[config.mk]
export PLATFORM = sky130hd
export DESIGN_NAME = stripe_sched_flat
export DESIGN_NICKNAME = d
export VERILOG_FILES = /design/src/rtl/phy_pkg.sv /design/src/rtl/stripe_sched_if.sv /design/src/rtl/stripe_sched_lane_counter.sv /design/src/rtl/stripe_sched.sv /design/src/flat_wrapper.sv
export SDC_FILE = /design/constraint.sdc
export NUM_CORES = 1
export LEC_CHECK = 0
export ABC_AREA = 1
export ABC_CLOCK_PERIOD_IN_PS = 2200
export BUFFER_PORTS_ARGS = -buffer_cell sky130_fd_sc_hd__buf_2
export CAP_MARGIN = 40
export CORE_UTILIZATION = 43
export DETAILED_ROUTE_END_ITERATION = 8
export PLACE_DENSITY = 0.75
export SYNTH_ARGS = -nofsm -noshare
export SYNTH_HDL_FRONTEND = slang
export SYNTH_SLANG_ARGS = --single-unit
[constraint.sdc]
create_clock -name clk_2f -period 2.2 [get_ports clk_2f]
set_input_delay 0.33 -clock clk_2f [delete_from_list [all_inputs] [get_ports clk_2f]]
set_output_delay 0.33 -clock clk_2f [all_outputs]
set_load 0.02 [all_outputs]
[src/rtl/phy_pkg.sv]
// Shared definitions for the PHY transmit lane scheduler: FSM states, lane
// indices, default byte width and the target-lane selection rule.
package phy_pkg;

    localparam int DEF_DATA_W = 8;

    localparam logic LANE0 = 1'b0;
    localparam logic LANE1 = 1'b1;

    typedef enum logic [1:0] {
        ST_DISABLED = 2'd0,
        ST_RUN      = 2'd1,
        ST_STALL    = 2'd2
    } state_t;

    // A single enabled lane pins the target; with both lanes on the pointer decides.
    function automatic logic pick_lane(input logic [1:0] lane_en, input logic ptr);
        logic lane;
        case (lane_en)
            2'b01:   lane = LANE0;
            2'b10:   lane = LANE1;
            default: lane = ptr;
        endcase
        return lane;
    endfunction

endpackage

[src/rtl/stripe_sched_if.sv]
// Byte stream in, two striped lanes out, plus lane status. The scheduler
// takes the slave side; whatever drives the stream and lane sinks takes master.
interface stripe_sched_if
    import phy_pkg::*;
#(
    parameter int DATA_W = DEF_DATA_W,
    parameter int CNT_W  = 8
);
    logic              valid_in;
    logic [DATA_W-1:0] data_in;
    logic              ready_out;
    logic [1:0]        lane_en;
    logic              full_lane0;
    logic              full_lane1;
    logic [DATA_W-1:0] data_lane0;
    logic [DATA_W-1:0] data_lane1;
    logic              valid_lane0;
    logic              valid_lane1;
    logic              lane_ptr;
    logic [CNT_W-1:0]  cnt_lane0;
    logic [CNT_W-1:0]  cnt_lane1;
    logic              stall;

    modport master (
        output valid_in, data_in, lane_en, full_lane0, full_lane1,
        input  ready_out, data_lane0, data_lane1, valid_lane0, valid_lane1,
               lane_ptr, cnt_lane0, cnt_lane1, stall
    );

    modport slave (
        input  valid_in, data_in, lane_en, full_lane0, full_lane1,
        output ready_out, data_lane0, data_lane1, valid_lane0, valid_lane1,
               lane_ptr, cnt_lane0, cnt_lane1, stall
    );
endinterface

[src/rtl/stripe_sched_lane_counter.sv]
// Wrapping per-lane byte counter; advances by one on each enabled cycle.
module lane_counter #(
    parameter int CNT_W = 8
) (
    input  logic             clk,
    input  logic             rst_n,
    input  logic             en_i,
    output logic [CNT_W-1:0] count_o
);
    logic [CNT_W-1:0] count_q;
    logic [CNT_W-1:0] count_d;

    always_comb begin
        count_d = count_q;
        if (en_i) begin
            count_d = count_q + CNT_W'(1);
        end
    end

    always_ff @(posedge clk or negedge rst_n) begin
        if (!rst_n) begin
            count_q <= '0;
        end else begin
            count_q <= count_d;
        end
    end

    assign count_o = count_q;
endmodule

[src/rtl/stripe_sched.sv]
// Alternates an incoming byte stream across two lanes with per-lane
// backpressure and enables; an idle gap realigns the next burst to lane 0.
module stripe_sched
    import phy_pkg::*;
#(
    parameter int DATA_W   = DEF_DATA_W,
    parameter int IDLE_MAX = 4,
    parameter int CNT_W    = 8
) (
    input logic           clk_2f,
    input logic           reset_L,
    stripe_sched_if.slave bus
);
    localparam logic [3:0] IDLE_LIM = 4'(IDLE_MAX);

    state_t            state_q;
    logic              lane_ptr_q, lane_ptr_d;
    logic [3:0]        idle_q, idle_d;
    logic [DATA_W-1:0] data_q [2];
    logic [1:0]        valid_q;
    logic              stall_q;

    logic              tgt;
    logic              full_tgt;
    logic              lanes_on;
    logic              ready;
    logic              xfer;
    logic [1:0]        cnt_en;
    logic [CNT_W-1:0]  cnt_val [2];

    always_comb begin
        tgt      = pick_lane(bus.lane_en, lane_ptr_q);
        full_tgt = (tgt == LANE1) ? bus.full_lane1 : bus.full_lane0;
        lanes_on = |bus.lane_en;
        ready    = (state_q != ST_DISABLED) && lanes_on && !full_tgt;
        xfer     = bus.valid_in && ready;
    end

    // A transfer outranks the idle realign: it always moves the pointer and clears the gap count.
    always_comb begin
        lane_ptr_d = lane_ptr_q;
        idle_d     = idle_q;
        if (xfer) begin
            lane_ptr_d = (bus.lane_en == 2'b11) ? ~lane_ptr_q : tgt;
            idle_d     = '0;
        end else if (state_q == ST_RUN) begin
            if (idle_q != IDLE_LIM) begin
                idle_d = idle_q + 4'd1;
            end
            if (idle_d == IDLE_LIM) begin
                lane_ptr_d = LANE0;
            end
        end
    end

    always_ff @(posedge clk_2f or negedge reset_L) begin
        if (!reset_L) begin
            state_q    <= ST_DISABLED;
            lane_ptr_q <= LANE0;
            idle_q     <= '0;
            valid_q    <= '0;
            stall_q    <= 1'b0;
        end else begin
            lane_ptr_q <= lane_ptr_d;
            idle_q     <= idle_d;
            valid_q[0] <= xfer && (tgt == LANE0);
            valid_q[1] <= xfer && (tgt == LANE1);
            case (state_q)
                ST_DISABLED: begin
                    stall_q <= 1'b0;
                    if (lanes_on) begin
                        state_q <= ST_RUN;
                    end
                end
                ST_RUN: begin
                    if (!lanes_on) begin
                        state_q <= ST_DISABLED;
                        stall_q <= 1'b0;
                    end else if (bus.valid_in && full_tgt) begin
                        state_q <= ST_STALL;
                        stall_q <= 1'b1;
                    end
                end
                ST_STALL: begin
                    // The pending byte stays upstream; nothing is dropped on disable.
                    if (!lanes_on) begin
                        state_q <= ST_DISABLED;
                        stall_q <= 1'b0;
                    end else if (!full_tgt) begin
                        state_q <= ST_RUN;
                        stall_q <= 1'b0;
                    end
                end
                default: begin
                    state_q <= ST_DISABLED;
                    stall_q <= 1'b0;
                end
            endcase
        end
    end

    genvar gi;
    generate
        for (gi = 0; gi < 2; gi++) begin : g_lane
            assign cnt_en[gi] = xfer && (tgt == 1'(gi));

            always_ff @(posedge clk_2f or negedge reset_L) begin
                if (!reset_L) begin
                    data_q[gi] <= '0;
                end else if (cnt_en[gi]) begin
                    data_q[gi] <= bus.data_in;
                end
            end

            lane_counter #(
                .CNT_W(CNT_W)
            ) u_cnt (
                .clk    (clk_2f),
                .rst_n  (reset_L),
                .en_i   (cnt_en[gi]),
                .count_o(cnt_val[gi])
            );
        end
    endgenerate

    assign bus.ready_out   = ready;
    assign bus.data_lane0  = data_q[0];
    assign bus.data_lane1  = data_q[1];
    assign bus.valid_lane0 = valid_q[0];
    assign bus.valid_lane1 = valid_q[1];
    assign bus.lane_ptr    = lane_ptr_q;
    assign bus.cnt_lane0   = cnt_val[0];
    assign bus.cnt_lane1   = cnt_val[1];
    assign bus.stall       = stall_q;
endmodule

[src/flat_wrapper.sv]
// flat-port wrapper written by rule: the top's interface ports become plain ports
module stripe_sched_flat import phy_pkg::*;
#(
    parameter int DATA_W   = DEF_DATA_W,
    parameter int IDLE_MAX = 4,
    parameter int CNT_W    = 8
)
  (clk_2f, reset_L, bus_valid_in, bus_data_in, bus_lane_en, bus_full_lane0, bus_full_lane1, bus_ready_out, bus_data_lane0, bus_data_lane1, bus_valid_lane0, bus_valid_lane1, bus_lane_ptr, bus_cnt_lane0, bus_cnt_lane1, bus_stall);
  stripe_sched_if #(.DATA_W(DATA_W), .CNT_W(CNT_W)) bus_i ();
  input logic clk_2f;
  input logic reset_L;
  input wire logic [$bits(bus_i.valid_in)-1:0] bus_valid_in;
  input wire logic [$bits(bus_i.data_in)-1:0] bus_data_in;
  input wire logic [$bits(bus_i.lane_en)-1:0] bus_lane_en;
  input wire logic [$bits(bus_i.full_lane0)-1:0] bus_full_lane0;
  input wire logic [$bits(bus_i.full_lane1)-1:0] bus_full_lane1;
  output wire logic [$bits(bus_i.ready_out)-1:0] bus_ready_out;
  output wire logic [$bits(bus_i.data_lane0)-1:0] bus_data_lane0;
  output wire logic [$bits(bus_i.data_lane1)-1:0] bus_data_lane1;
  output wire logic [$bits(bus_i.valid_lane0)-1:0] bus_valid_lane0;
  output wire logic [$bits(bus_i.valid_lane1)-1:0] bus_valid_lane1;
  output wire logic [$bits(bus_i.lane_ptr)-1:0] bus_lane_ptr;
  output wire logic [$bits(bus_i.cnt_lane0)-1:0] bus_cnt_lane0;
  output wire logic [$bits(bus_i.cnt_lane1)-1:0] bus_cnt_lane1;
  output wire logic [$bits(bus_i.stall)-1:0] bus_stall;
  assign bus_i.valid_in = bus_valid_in;
  assign bus_i.data_in = bus_data_in;
  assign bus_i.lane_en = bus_lane_en;
  assign bus_i.full_lane0 = bus_full_lane0;
  assign bus_i.full_lane1 = bus_full_lane1;
  assign bus_ready_out = bus_i.ready_out;
  assign bus_data_lane0 = bus_i.data_lane0;
  assign bus_data_lane1 = bus_i.data_lane1;
  assign bus_valid_lane0 = bus_i.valid_lane0;
  assign bus_valid_lane1 = bus_i.valid_lane1;
  assign bus_lane_ptr = bus_i.lane_ptr;
  assign bus_cnt_lane0 = bus_i.cnt_lane0;
  assign bus_cnt_lane1 = bus_i.cnt_lane1;
  assign bus_stall = bus_i.stall;
  stripe_sched #(.DATA_W(DATA_W), .IDLE_MAX(IDLE_MAX), .CNT_W(CNT_W)) u_core (.clk_2f(clk_2f), .reset_L(reset_L), .bus(bus_i));
endmodule
==> summary.txt <==
CTS
  – Post-CTS setup buffers: 0
  – H-Tree Depth: 2
  – CTS sink cnt: 42
  – Post_cts resized: 0
  – Clock slew seen by the registers of the worst setup and hold paths: 0.08 ns
  – Clock tree buffer depth: 2
  – Num CTS Buffers: 5
  – Root Buffer: clkbuf_8
  – Insertion delay to the later sink of the worst-skew pair: 0.30 ns
  – CTS tree: built

Detailed routing
  – Initial DRC Count: 67
  – WL per Instance: 11.3 um
  – Routed Wire Length: 4.42 mm
  – Via count: 1795
  – Routed Antenna Nets: 0
  – Vias per cell: 4.58
  – Pre-antenna DRT Iters: 4
  – Residual DRC count: 0

Floorplanning
  – Core ar.: 0.00479 sq mm
  – Row count: 25
  – Die area: 0.00533 sq mm
  – Starting density of the core: 45.3%
  – DIE WIDTH: 73.0 um
  – I/O pins: 52
  – Die height: 73.0 um

STA
  – Slew HR: 71.1%
  – Unrepaired setup endpoints after global routing: false
  – Setup TNS: 0 ns
  – Fmax achieved: 560 MHz
  – Final period util: 81.2%
  – Setup-failing EPs final: 0
  – Worst Clk Skew: 0.0104 ns
  – Final Hold Fails: 0
  – Min Tclk post-route: 1.79 ns
  – Tightest Pin Transition: 0.433 ns
  – Final Max Slew Viols: 0

Setup path
  – Flop2flop setup slack: 0.67 ns
  – Reg2reg path depth: 6
  – Reg2reg start: u_core.bus.lane_ptr
  – Worst Path Max Fanout: 4
  – Setup CP Type: input pin to output port
  – Crit. End Element: output port
  – Critical path startpoint category: input pin
  – Worst EP arrival: 1.46 ns
  – Crit path required time: 1.87 ns
  – FF-to-FF End: u_core.bus.data_lane0[7]

Worst hold path
  – Worst Hold Depth: 3
  – Hold Startpoint: bus_data_in[3]
  – Hold crit path type: input pin to register
  – WHS Endpoint: u_core.bus.data_lane0[3]

Layout
  – Area Overhead vs Synth: 20.5%
  – Layout cells sized above 1: 22.5%
  – Fin nets: 345
  – Fillers: 441
  – Diodes inserted: 0
  – Final cell count without fillers: 392

Pwr
  – Worst IR Drop VDD: 0.555 mV
  – Leak pwr: 1.56 nW
  – P per Cell Area: 1210 mW/mm^2

Yosys
  – Warning count from the yosys run: 0
  – Synthesized cell area: 0.00217 sq mm
  – Distinct cell type count after synthesis: 23
  – Post-synthesis sequential area ratio: 48.5%
  – Syn Nets: 288
  – #FFs+latches synth: 42
  – Top post-synthesis cells by area: dfrtp_1 48%, nand2_1 23%, inv_1 4.7%, ha_1 3.5%, xnor2_1 2.4%
  – Largest area contributor in the netlist: dfrtp_1
  – Mapped Cells: 267
  – Share of the synthesized area in the top cell type: 48.5%
  – Syn Area/Cell: 8.12 sq um

Job
  – Max-cap violations: 0

GRT
  – Global-route wire length before repair: 7.71 mm
  – Global Route Usage Sum: 18.9%
  – Initial antenna violation count: 0
  – Largest net degree at the start of global routing: 18
  – Vias in the first global route: 1768
  – Gr ovfl total: 0

Status
  – Outcome: complete, no violations

Placed design
  – Gpl congestion: 0.820
  – Dpl hpwl: 3.15 mm
  – Port buffer count: 51
  – Placed Instances: 383
worst max-delay path by stage:
stage / startpoint / endpoint / slack [ns] / depth (start not counted)
final: bus_lane_en[0] / bus_ready_out / 0.41 / 9
after global routing: bus_lane_en[0] / bus_ready_out / 0.31 / 9
after CTS: bus_lane_en[0] / bus_ready_out / 0.41 / 9
after detailed placement: bus_lane_en[0] / u_core.g_lane[0].u_cnt.count_o[0] / 0.24 / 9
after global placement: bus_lane_en[0] / u_core.bus.data_lane0[1] / 0.34 / 9
after floorplan: bus_lane_en[0] / u_core.g_lane[0].u_cnt.count_o[3] / 0.52 / 9
metrics by stage:
step / hold slack (ns) / utilization, % / power (W) / instance area, sq um / setup slack [ns]
after floorplan: 0.0344 / - / 0.00215 / 2170 / 0.517
after global placement: 0.232 / 52.0 / 0.00252 / 2490 / 0.336
after detailed placement: 0.242 / 52.0 / 0.00256 / 2490 / 0.241
after CTS: 0.227 / 54.6 / 0.00320 / 2610 / 0.408
after global routing: 0.222 / 54.6 / 0.00342 / 2610 / 0.310
final: 0.238 / 54.6 / 0.00316 / 2610 / 0.413
repair_timing:
item / in CTS / in global routing
setup endpoints to repair: 0 / 0
hold buffers: 1 / 0
hold endpoints to repair: 11 / 0
cell usage in the layout, fill, tap and decap left out:
cell type / instances
nand4_1: 4
nand3_4: 1
dfrtp_1: 42
xor2_1: 6
nand3_2: 2
o21ai_0: 5
nor2_8: 2
inv_6: 1
nand4_2: 1
clkbuf_8: 5
nand3_1: 8
a21oi_1: 3
nand2_4: 1
xnor2_1: 6
nand2_1: 133
nand4_4: 1
nor3_1: 1
ha_1: 6
clkinv_2: 1
inv_1: 27
buf_2: 51
a21oi_4: 1
dlygate4sd3_1: 1
inv_2: 1
buf_4: 2
nor2_1: 10
bufinv_16: 1
nand2_2: 2
cell type report:
class | count | area [sq um] | area share, %
clock buffers | 5 | 68.8 | 2.64
flip-flops and latches | 42 | 1050 | 40.2
clock inverters | 3 | 43.8 | 1.68
well taps | 67 | 83.8 | 3.21
inverters | 28 | 105 | 4.02
repair buffers | 54 | 280 | 10.7
multi-input cells | 193 | 978 | 37.5
sequential cells by signal (all words and copies together), names as in the netlist:
signal / cells
u_core.g_lane.u_cnt.count_o: 16
u_core.bus.data_lane0: 8
u_core.bus.data_lane1: 8
u_core.idle_q: 4
u_core.state_q: 2
u_core.valid_q: 2
u_core.bus.lane_ptr: 1
u_core.bus.stall: 1
logic make-up after synthesis:
kind of cell | count (synthesis) | share of synthesized area (%)
xor+xnor | 12 | 4.85
flops | 42 | 48.5
fa+ha+maj | 6 | 3.46
compound gates | 9 | 2.60
buf+inv | 32 | 6.35
simple gates | 166 | 34.2
metal layers:
layer  wire, um  vias to the layer above  global-route usage [%]  part of all wire (%)
met2       2140                       33                    32.1                    48
met1       2030                      826                    23.2                    46
met5          0                        -                       0                     0
met3        189                        7                    5.52                   4.3
li1           -                      929                       -                     -
met4         56                        0                    5.88                   1.3
worst max-delay path, stage by stage:
cell	delay (ns)
buf_2	0.08
inv_1	0.05
ha_1	0.33
nand2_1	0.13
nand3_2	0.13
nand2_4	0.13
nand2_1	0.06
inv_1	0.06
buf_2	0.15
report_power, final:
part	total [W]	switching [W]	internal [W]
sequential	0.00125	0.000216	0.00103
clock	0.000623	0.000283	0.000340
combinational	0.00129	0.000853	0.000437
total	0.00316	0.00135	0.00181
Yosys cell counts, drive strengths merged:
cell type  number
nand3          11
nand2         136
a21oi           4
nor2           12
xnor2           6
ha              6
buf             4
nor3            1
dfrtp          42
nand4           6
xor2            6
inv            28
o21ai           5
(Power assumes the default switching activity.)
